$ cat src/rtl/tdp_ram_pkg.sv
// Shared types and elaboration helpers for the byte-enable true dual-port RAM.
package tdp_ram_pkg;

  // Same-port read-during-write behaviour.
  typedef enum logic {
    READ_FIRST  = 1'b0,
    WRITE_FIRST = 1'b1
  } rdw_mode_e;

  // Clear engine states.
  typedef enum logic {
    CLEAR = 1'b0,
    IDLE  = 1'b1
  } clr_state_e;

  // Number of byte-enable lanes in a word.
  function automatic int calc_nb(input int data_w, input int byte_w);
    return data_w / byte_w;
  endfunction

  // Geometry sanity: whole lanes per word and at least two words.
  function automatic bit cfg_ok(input int data_w, input int byte_w, input int depth);
    return (byte_w > 0) && (data_w % byte_w == 0) && (depth >= 2);
  endfunction

endpackage

$ cat src/rtl/tdp_ram_be_init_if.sv
// One RAM access port: enable, byte write enables, address, data in/out, read strobe.
interface tdp_ram_be_init_if #(
  parameter int ADDR_WIDTH = 6,
  parameter int DATA_WIDTH = 32,
  parameter int NB         = 4
) ();
  logic                  en;
  logic [NB-1:0]         we;
  logic [ADDR_WIDTH-1:0] addr;
  logic [DATA_WIDTH-1:0] din;
  logic [DATA_WIDTH-1:0] dout;
  logic                  dout_vld;

  modport master (output en, we, addr, din, input dout, dout_vld);
  modport slave  (input en, we, addr, din, output dout, dout_vld);
endinterface

$ cat src/rtl/tdp_ram_clear_fsm.sv
// Sequential clear engine: walks every address once, one word per clock.
module tdp_ram_clear_fsm
  import tdp_ram_pkg::*;
#(
  parameter int DEPTH      = 64,
  parameter int ADDR_WIDTH = $clog2(DEPTH)
) (
  input  logic                  clka,
  input  logic                  rsta,
  input  logic                  init_req,
  output logic                  busy,
  output logic                  clr_we,
  output logic [ADDR_WIDTH-1:0] clr_addr
);
  localparam logic [0:0]            S_CLEAR = CLEAR;
  localparam logic [0:0]            S_IDLE  = IDLE;
  localparam logic [ADDR_WIDTH-1:0] LAST    = ADDR_WIDTH'(DEPTH - 1);

  logic [0:0] state;

  // Clear walk; reset (or a request from idle) restarts it at address 0.
  always_ff @(posedge clka or posedge rsta) begin
    if (rsta) begin
      state    <= S_CLEAR;
      clr_addr <= '0;
    end else begin
      case (state)
        S_CLEAR: begin
          if (clr_addr == LAST) begin
            state    <= S_IDLE;
            clr_addr <= '0;
          end else begin
            clr_addr <= clr_addr + 1'b1;
          end
        end
        S_IDLE: begin
          if (init_req) begin
            state    <= S_CLEAR;
            clr_addr <= '0;
          end
        end
        default: begin
          state    <= S_CLEAR;
          clr_addr <= '0;
        end
      endcase
    end
  end

  // busy tracks the state directly, so it drops on the edge that leaves CLEAR.
  assign busy   = (state != S_IDLE);
  assign clr_we = (state == S_CLEAR);

endmodule

$ cat src/rtl/tdp_ram_be_init.sv
// Common-clock true dual-port RAM with byte enables, sequential clear,
// selectable read-during-write and a cross-port collision flag.
module tdp_ram_be_init
  import tdp_ram_pkg::*;
#(
  parameter int                    DATA_WIDTH = 32,
  parameter int                    DEPTH      = 64,
  parameter int                    ADDR_WIDTH = $clog2(DEPTH),
  parameter int                    BYTE_W     = 8,
  parameter int                    RDW_MODE   = 0,
  parameter int                    OUT_REG    = 0,
  parameter logic [DATA_WIDTH-1:0] INIT_VAL   = '0
) (
  input  logic             clka,
  input  logic             rsta,
  input  logic             init_req,
  output logic             busy,
  output logic             collision,
  tdp_ram_be_init_if.slave pa,
  tdp_ram_be_init_if.slave pb
);
  localparam int NB     = calc_nb(DATA_WIDTH, BYTE_W);
  localparam int NP     = 2;
  localparam int STAGES = (OUT_REG != 0) ? 2 : 1;

  if (!cfg_ok(DATA_WIDTH, BYTE_W, DEPTH)) begin : g_bad_geom
    $error("tdp_ram_be_init: DATA_WIDTH must be a multiple of BYTE_W and DEPTH >= 2");
  end
  if (RDW_MODE < 0 || RDW_MODE > 1 || OUT_REG < 0 || OUT_REG > 1) begin : g_bad_mode
    $error("tdp_ram_be_init: RDW_MODE and OUT_REG must be 0 or 1");
  end

  logic [DATA_WIDTH-1:0] mem [DEPTH];

  logic                  clr_we;
  logic [ADDR_WIDTH-1:0] clr_addr;

  // Index 0 is port A, index 1 is port B.
  logic [NP-1:0]                 en, in_rng, acc, wr, vld;
  logic [NP-1:0][NB-1:0]         we, lane_wr;
  logic [NP-1:0][ADDR_WIDTH-1:0] addr;
  logic [NP-1:0][DATA_WIDTH-1:0] din, old, merged, rdat, dout;
  logic [NB-1:0]                 b_lane_wr;
  logic                          same_addr, coll_d;

  tdp_ram_clear_fsm #(
    .DEPTH      (DEPTH),
    .ADDR_WIDTH (ADDR_WIDTH)
  ) u_clr (
    .clka     (clka),
    .rsta     (rsta),
    .init_req (init_req),
    .busy     (busy),
    .clr_we   (clr_we),
    .clr_addr (clr_addr)
  );

  assign en   = {pb.en,   pa.en};
  assign we   = {pb.we,   pa.we};
  assign addr = {pb.addr, pa.addr};
  assign din  = {pb.din,  pa.din};

  assign pa.dout     = dout[0];
  assign pa.dout_vld = vld[0];
  assign pb.dout     = dout[1];
  assign pb.dout_vld = vld[1];

  // Per-port decode: acceptance, range check, lane writes and read word.
  always_comb begin
    in_rng  = '0;
    acc     = '0;
    wr      = '0;
    old     = '0;
    lane_wr = '0;
    merged  = '0;
    rdat    = '0;
    for (int p = 0; p < NP; p++) begin
      in_rng[p] = 32'(addr[p]) < 32'(DEPTH);
      acc[p]    = en[p] & ~busy;
      wr[p]     = acc[p] & in_rng[p] & (|we[p]);
      old[p]    = in_rng[p] ? mem[addr[p]] : '0;
      for (int k = 0; k < NB; k++) begin
        lane_wr[p][k] = wr[p] & we[p][k];
        merged[p][k*BYTE_W +: BYTE_W] = lane_wr[p][k] ? din[p][k*BYTE_W +: BYTE_W]
                                                      : old[p][k*BYTE_W +: BYTE_W];
      end
      // Own-port merge only; a word written by the other port is always seen old.
      rdat[p] = (RDW_MODE == int'(WRITE_FIRST)) ? merged[p] : old[p];
    end
  end

  // Cross-port conflict: port A owns every lane it writes at a shared address.
  assign same_addr = acc[0] & acc[1] & in_rng[0] & (addr[0] == addr[1]);
  assign coll_d    = same_addr & (wr[0] | wr[1]);
  assign b_lane_wr = lane_wr[1] & ~({NB{same_addr}} & lane_wr[0]);

  // Array write: clear engine has priority, ports are idle while it runs.
  always_ff @(posedge clka) begin
    if (clr_we) begin
      mem[clr_addr] <= INIT_VAL;
    end else begin
      for (int k = 0; k < NB; k++) begin
        if (b_lane_wr[k])
          mem[addr[1]][k*BYTE_W +: BYTE_W] <= din[1][k*BYTE_W +: BYTE_W];
        if (lane_wr[0][k])
          mem[addr[0]][k*BYTE_W +: BYTE_W] <= din[0][k*BYTE_W +: BYTE_W];
      end
    end
  end

  // Collision pulse, one cycle after the offending accesses.
  always_ff @(posedge clka or posedge rsta) begin
    if (rsta) collision <= 1'b0;
    else      collision <= coll_d;
  end

  for (genvar p = 0; p < NP; p++) begin : g_port
    logic [STAGES:1]                 vld_q;
    logic [STAGES:0]                 vld_pipe;
    logic [STAGES:1][DATA_WIDTH-1:0] dat_pipe;

    assign vld_pipe = {vld_q, acc[p]};

    // Read pipeline: data stages only load behind a valid, so dout holds between reads.
    always_ff @(posedge clka or posedge rsta) begin
      if (rsta) begin
        vld_q    <= '0;
        dat_pipe <= '0;
      end else begin
        vld_q <= vld_pipe[STAGES-1:0];
        if (acc[p]) dat_pipe[1] <= rdat[p];
        for (int s = 2; s <= STAGES; s++)
          if (vld_pipe[s-1]) dat_pipe[s] <= dat_pipe[s-1];
      end
    end

    assign dout[p] = dat_pipe[STAGES];
    assign vld[p]  = vld_q[STAGES];
  end

endmodule

$ cat src/flat_wrapper.sv
// flat-port wrapper written by rule: the top's interface ports become plain ports
module tdp_ram_be_init_flat import tdp_ram_pkg::*;
#(
  parameter int                    DATA_WIDTH = 32,
  parameter int                    DEPTH      = 64,
  parameter int                    ADDR_WIDTH = $clog2(DEPTH),
  parameter int                    BYTE_W     = 8,
  parameter int                    RDW_MODE   = 0,
  parameter int                    OUT_REG    = 0,
  parameter logic [DATA_WIDTH-1:0] INIT_VAL   = '0
)
  (clka, rsta, init_req, busy, collision, pa_en, pa_we, pa_addr, pa_din, pa_dout, pa_dout_vld, pb_en, pb_we, pb_addr, pb_din, pb_dout, pb_dout_vld);
  tdp_ram_be_init_if #(.ADDR_WIDTH(ADDR_WIDTH), .DATA_WIDTH(DATA_WIDTH), .NB((4))) pa_i ();
  tdp_ram_be_init_if #(.ADDR_WIDTH(ADDR_WIDTH), .DATA_WIDTH(DATA_WIDTH), .NB((4))) pb_i ();
  input  logic clka;
  input  logic rsta;
  input  logic init_req;
  output logic busy;
  output logic collision;
  input wire logic [$bits(pa_i.en)-1:0] pa_en;
  input wire logic [$bits(pa_i.we)-1:0] pa_we;
  input wire logic [$bits(pa_i.addr)-1:0] pa_addr;
  input wire logic [$bits(pa_i.din)-1:0] pa_din;
  output wire logic [$bits(pa_i.dout)-1:0] pa_dout;
  output wire logic [$bits(pa_i.dout_vld)-1:0] pa_dout_vld;
  input wire logic [$bits(pb_i.en)-1:0] pb_en;
  input wire logic [$bits(pb_i.we)-1:0] pb_we;
  input wire logic [$bits(pb_i.addr)-1:0] pb_addr;
  input wire logic [$bits(pb_i.din)-1:0] pb_din;
  output wire logic [$bits(pb_i.dout)-1:0] pb_dout;
  output wire logic [$bits(pb_i.dout_vld)-1:0] pb_dout_vld;
  assign pa_i.en = pa_en;
  assign pa_i.we = pa_we;
  assign pa_i.addr = pa_addr;
  assign pa_i.din = pa_din;
  assign pa_dout = pa_i.dout;
  assign pa_dout_vld = pa_i.dout_vld;
  assign pb_i.en = pb_en;
  assign pb_i.we = pb_we;
  assign pb_i.addr = pb_addr;
  assign pb_i.din = pb_din;
  assign pb_dout = pb_i.dout;
  assign pb_dout_vld = pb_i.dout_vld;
  tdp_ram_be_init #(.DATA_WIDTH(DATA_WIDTH), .DEPTH(DEPTH), .ADDR_WIDTH(ADDR_WIDTH), .BYTE_W(BYTE_W), .RDW_MODE(RDW_MODE), .OUT_REG(OUT_REG), .INIT_VAL(INIT_VAL)) u_core (.clka(clka), .rsta(rsta), .init_req(init_req), .busy(busy), .collision(collision), .pa(pa_i), .pb(pb_i));
endmodule
$ cat config.mk
export PLATFORM = sky130hd
export DESIGN_NAME = tdp_ram_be_init_flat
export DESIGN_NICKNAME = d
export VERILOG_FILES = /design/src/rtl/tdp_ram_pkg.sv /design/src/rtl/tdp_ram_be_init_if.sv /design/src/rtl/tdp_ram_clear_fsm.sv /design/src/rtl/tdp_ram_be_init.sv /design/src/flat_wrapper.sv
export SDC_FILE = /design/constraint.sdc
export NUM_CORES = 2
export LEC_CHECK = 0
export CAP_MARGIN = 5
export CORE_UTILIZATION = 34
export CTS_CLUSTER_DIAMETER = 200
export DETAILED_ROUTE_END_ITERATION = 10
export PLACE_DENSITY = 0.49
export SYNTH_ARGS = -nofsm -noshare
export SYNTH_HDL_FRONTEND = slang
export SYNTH_HIERARCHICAL = 1
export SYNTH_SLANG_ARGS = --single-unit
$ cat constraint.sdc
create_clock -name clka -period 3.55 [get_ports clka]
set_input_delay 0.5325 -clock clka [delete_from_list [all_inputs] [get_ports clka]]
set_output_delay 0.5325 -clock clka [all_outputs]
set_load 0.005 [all_outputs]
# Yosys cells after proc, flatten, opt, wreduce, memory -nomap -nowiden
# Memory sizes are Yosys's and may differ from the RTL's. A register that Yosys moved wholly into a read port is not among the register bits.
# Index checks and enable logic that the tools add are counted.
# word_totals
word_cells,67
ff_bits,10
input_bits,89
n_memories,1
output_inout_bits,68
mem_bits_rw,2048
# classes
reduce_logical,3
add_sub_neg,1
n_bitwise,20
n_eq_ne,3
n_mux,34
# mem_list
name,words,width,read_ports,rd_ports_with_merged_regs,wr,line,source
u_core.mem,64,32,2,2,2,tdp_ram_be_init.sv:33,logic [DATA_WIDTH-1:0] mem [DEPTH];
# ops
op,count
32-bit 2-to-1 mux,1
32-bit OR reduction,1
1-bit 2-to-1 mux,27
6-bit 2-to-1 mux,3
1-bit bitwise AND,15
6-bit case mux with 2 select lines,1
4-bit bitwise AND,2
4-bit OR reduction,2
"6-bit by 1-bit adder with 6-bit output, second input constant",1
6-bit equality test,1
"6-bit equality test, second input constant",1
4-bit 2-to-1 mux,1
4-bit inverter,1
"2-bit != test, second input constant",1
1-bit case mux with 2 select lines,1
1-bit inverter,1
1-bit bitwise OR,1

# Depth between registers and ports, before layout
# depth
ltp_word,11
depth_mapped,13
depth_no_buf,8

# By module
# The synthesis kept the hierarchy.
# modules_own_cells
module,instances,area_each_um2,seq_area_each_um2,cells_each
tdp_ram_be_init,1,121977.0,63175.6,11376
tdp_ram_clear_fsm,1,367.9,175.2,39

# Worst setup path after synthesis
# OpenSTA, ideal clock, no wires.
# synth_path
kind,reg2reg
from,reg u_core.u_clr.state
to,mem u_core.mem[19][0] (enable)
stages_incl_launch_ff,14
period_less_slack_ns,3.162
t_arrival_ns,2.784
n_path_buf,5
setup_slack_ns,0.388
setup_ns,0.378
t_required_ns,3.172
path_cell_list,dfrtp_1 > buf_2 > inv_1 > nand2b_1 > inv_2 > clkbuf_1 > nand2_1 > o41ai_2 > a41oi_1 > buf_2 > buf_4 > nand2_2 > buf_2 > o221ai_1
# synth_rtl
item,line,source
start: declaration,tdp_ram_clear_fsm.sv:19,logic [0:0] state;
start signal: assignment,tdp_ram_clear_fsm.sv:24,state <= S_CLEAR;
start signal: assignment,tdp_ram_clear_fsm.sv:30,state <= S_IDLE;
start signal: assignment,tdp_ram_clear_fsm.sv:38,state <= S_CLEAR;
end: declaration,tdp_ram_be_init.sv:33,

==> results.md <==
- Worst reg2reg path startpoint: u_core/u_clr/clr_addr[3]
- Final Max Slew Viols: 0
- Clock Sinks: 2,122
- Core region area: 357,000 sq um
- CP Launch Type: input pin
- Global Route met3 Usage: 0.1004
- Syn_nets: 11.51k
- Starting DRT DRC Count: 18.41k
- CTS tree: built
- GPL Wtd Cong: 1.043
- Commonest cells in the netlist: 2,414 x nand2_1, 2,288 x o21ai_1, 2,048 x edfxtp_1, 785 x clkbuf_1, 605 x mux4_2
- Final setup fails: 0
- Die width: approximately 600 um
- Cts bufs inserted: 264
- Max Root-Sink Buffers: 4
- Post-CTS sizing: 0
- Period utilisation layout: 0.9812
- Max Freq: 0.2871 GHz
- Port Buffer Count: between 150 and 200
- Synthesized area: 122,300 sq um
- Max Fanout on Critical Path: 16
- Share of layout cells above drive strength 1: 0.2304
- Nets: 12.22k
- Hold-fix buffers, CTS: 0
- Core Util, Final: 0.4237
- Met2 Usage GRT: 0.5279
- Syn Area/Cell: 10.72 sq um
- Initial antenna violation count: 68
- Dpl cells: 16.62k
- Top cells by area, synth: edfxtp_1 50%, mux4_2 11%, o21ai_1 9.4%
- GRT overflow: 0
- DRT Wirelength: 678.0 mm
- Max IR drop VDD: approximately 0.37 mV
- Post-layout min period: about 3500 ps
- Count leader, synth: nand2_1
- Max-Cap Viols: 0
- Endpoint, Worst Hold: u_core/mem[46][23]
- First-pass GRT wire length: approximately 910 mm
- GRT met1 Usage: 0.4730
- Clock latency on the worst-skew pair: ~960 ps
- Post-Layout Cell Count: 17.12k
- Critical R2R Capture: u_core/mem[39][16]
- Crit path required time: 4220 ps
- Number of remaining DRC errors: 0
- WL per Instance: 39.59 um
- Placed inst area: between 100,000 and 150,000 sq um
- Flops & latches, synth: 2,122
- Unrepaired setup endpoints after global routing: no
- Gr usage total: 0.3646
- R2R depth: 5
- Area share of the largest cell type after synthesis: 0.5027
- Total die area: 362,200 sq um
- Drt pass-1 iters: 8
- Ports: roughly 160
- Area grow syn2layout: 23.66%
- Multi-input logic area: 54,450 sq um
- Worst setup EP type: flip-flop
- Via density: between 6 and 7
- Setup CP Type: input pin to flip-flop
- Seq/Total Area, Yosys: 0.5178
- Initial Util: 0.3427
- Worst-case hold slack: 41.32 ps
- Clock root buffer master: clkbuf_16
- R2r setup slk: 220 ps
- Yosys warnings: 6
- Vias in the first global route: roughly 100k
- Synthesized instance count: 11.42k
- Critical path origin: pa_addr[0]
- # fillers: 33.48k
- Clock transition at the registers of the reported paths: 50 ps
- Yosys cell types: 80
- Final Hold Viols: 0
- Vias: 111.2k
- Hold Startpoint: pa_din[23]
- FF/Latch Area: 63,350 sq um
- Pwr dens: 462.1 nW/um^2
- Leakage: a little over 50 nW
- HP Class: input pin to flip-flop
- Slew margin rel.: 0.1262
- # H-tree levels: 5
- Synth Flop Type: edfxtp_1
- Total power: approximately 70 mW
- Status: complete, no violations
- Post-synth ARST share: 0.03487
- Crit path arrival time: 4160 ps
- Row count: 219
- Area leader, netlist: edfxtp_1
- Grt peak-use layer: met2
- Max Clock Skew: 45.96 ps
- Post-CTS Setup Inserts: 0
- Worst Tran Pin Value: 1311 ps
- EDFF count, synth: roughly 2.0k
- Dpl hpwl: about 490 mm
- WHS Path Cells: 3
- Die Y: about 600 um
- Post-route ant nets: 0
- Final instance area: 151,300 sq um
- Largest net degree at the start of global routing: 78
## cell usage in the layout (no fill, tap or decap), types with 85 or more instances in the layout
cell type and n:
buf_12 495, a21oi_1 218, mux2_2 101, mux4_2 605, nand3_1 114, o21ai_0 85, a22oi_1 336, o22ai_1 99
buf_4 1058, mux2i_1 431, nor2_1 426, nand2_1 2378, edfxtp_1 2048, clkbuf_16 269, clkdlybuf4s50_1 117, o21ai_1 2290
a221oi_1 244
## stage by stage
step,worst slack (ps),setup TNS [ps]
floorplan,387.9,0
global placement,-783.6,-1953920
detailed placement,-722.3,-1736470
CTS,214.0,0
global route,145.0,0
finish,66.80,0
## worst max path at each step
stage / to / cells after the start
4_1_cts: u_core/mem[59][6] / 14
2_1_floorplan: u_core/mem[19][0] / 13
3_3_place_gp: u_core/mem[59][4] / 14
6_report: u_core/mem[59][4] / 14
3_5_place_dp: u_core/mem[59][4] / 14
5_1_grt: u_core/mem[39][16] / 5
## area by class of cell
cell class | instances | area share
Tap cell | 4751 | 0.03929
Clock inverter | 130 | 0.007054
Inverter | 14 | 0.0004879
Sequential cell | 2122 | 0.4187
Multi-Input combinational cell | 8023 | 0.3599
Timing Repair Buffer | 1708 | 0.1273
Clock buffer | 340 | 0.04659
Antenna cell | 36 | 0.0005954
## routing by layer
layer  up-vias  share of wire
met4        28          0.081
met3      1859           0.13
met1     55320           0.37
met5         -        0.00028
met2      8970           0.42
li1      45050              -
## where the power goes
part / internal (mW) / total (mW) / leakage (nW) / switching [mW]
Combinational: 4.79 / 12.8 / 27.6 / 7.98
Sequential: 29.1 / 30.7 / 19.3 / 1.58
Clock: 14.8 / 26.4 / 3.93 / 11.7
## registers in the layout (all words and copies together), names as in the netlist
register and count:
u_core/mem 2048, u_core/pa.dout 32, u_core/pb.dout_vld 1, u_core/u_clr/state 1
u_core/u_clr/clr_addr 6, u_core/pa.dout_vld 1, u_core/pb.dout 32, u_core/collision 1
## worst max-delay path, cell delays in order
cell and delay, ps:
buf_8 120, xnor2_1 960, buf_4 300, nand4_2 90
buf_4 170, o41ai_2 390, buf_4 190, a41oi_4 140
buf_12 180, buf_4 220, nand2_1 140, buf_12 170
o221ai_1 240, buf_12 280
## cell families after synthesis
| family | count (synthesis) | share of synthesized area |
|---|---|---|
| AND/OR/NAND/NOR | 3249 | 0.1064 |
| XOR/XNOR | 6 | 0.0004295 |
| multiplexers | 1202 | 0.1619 |
| buffers and inverters | 1270 | 0.04314 |
| adder cells (fa/ha/maj) | 1 | 0.0001023 |
| flip-flops | 2122 | 0.5178 |
| AO/OA/AOI/OAI | 3565 | 0.1702 |
No activity file was read; power rests on OpenSTA's default activity.
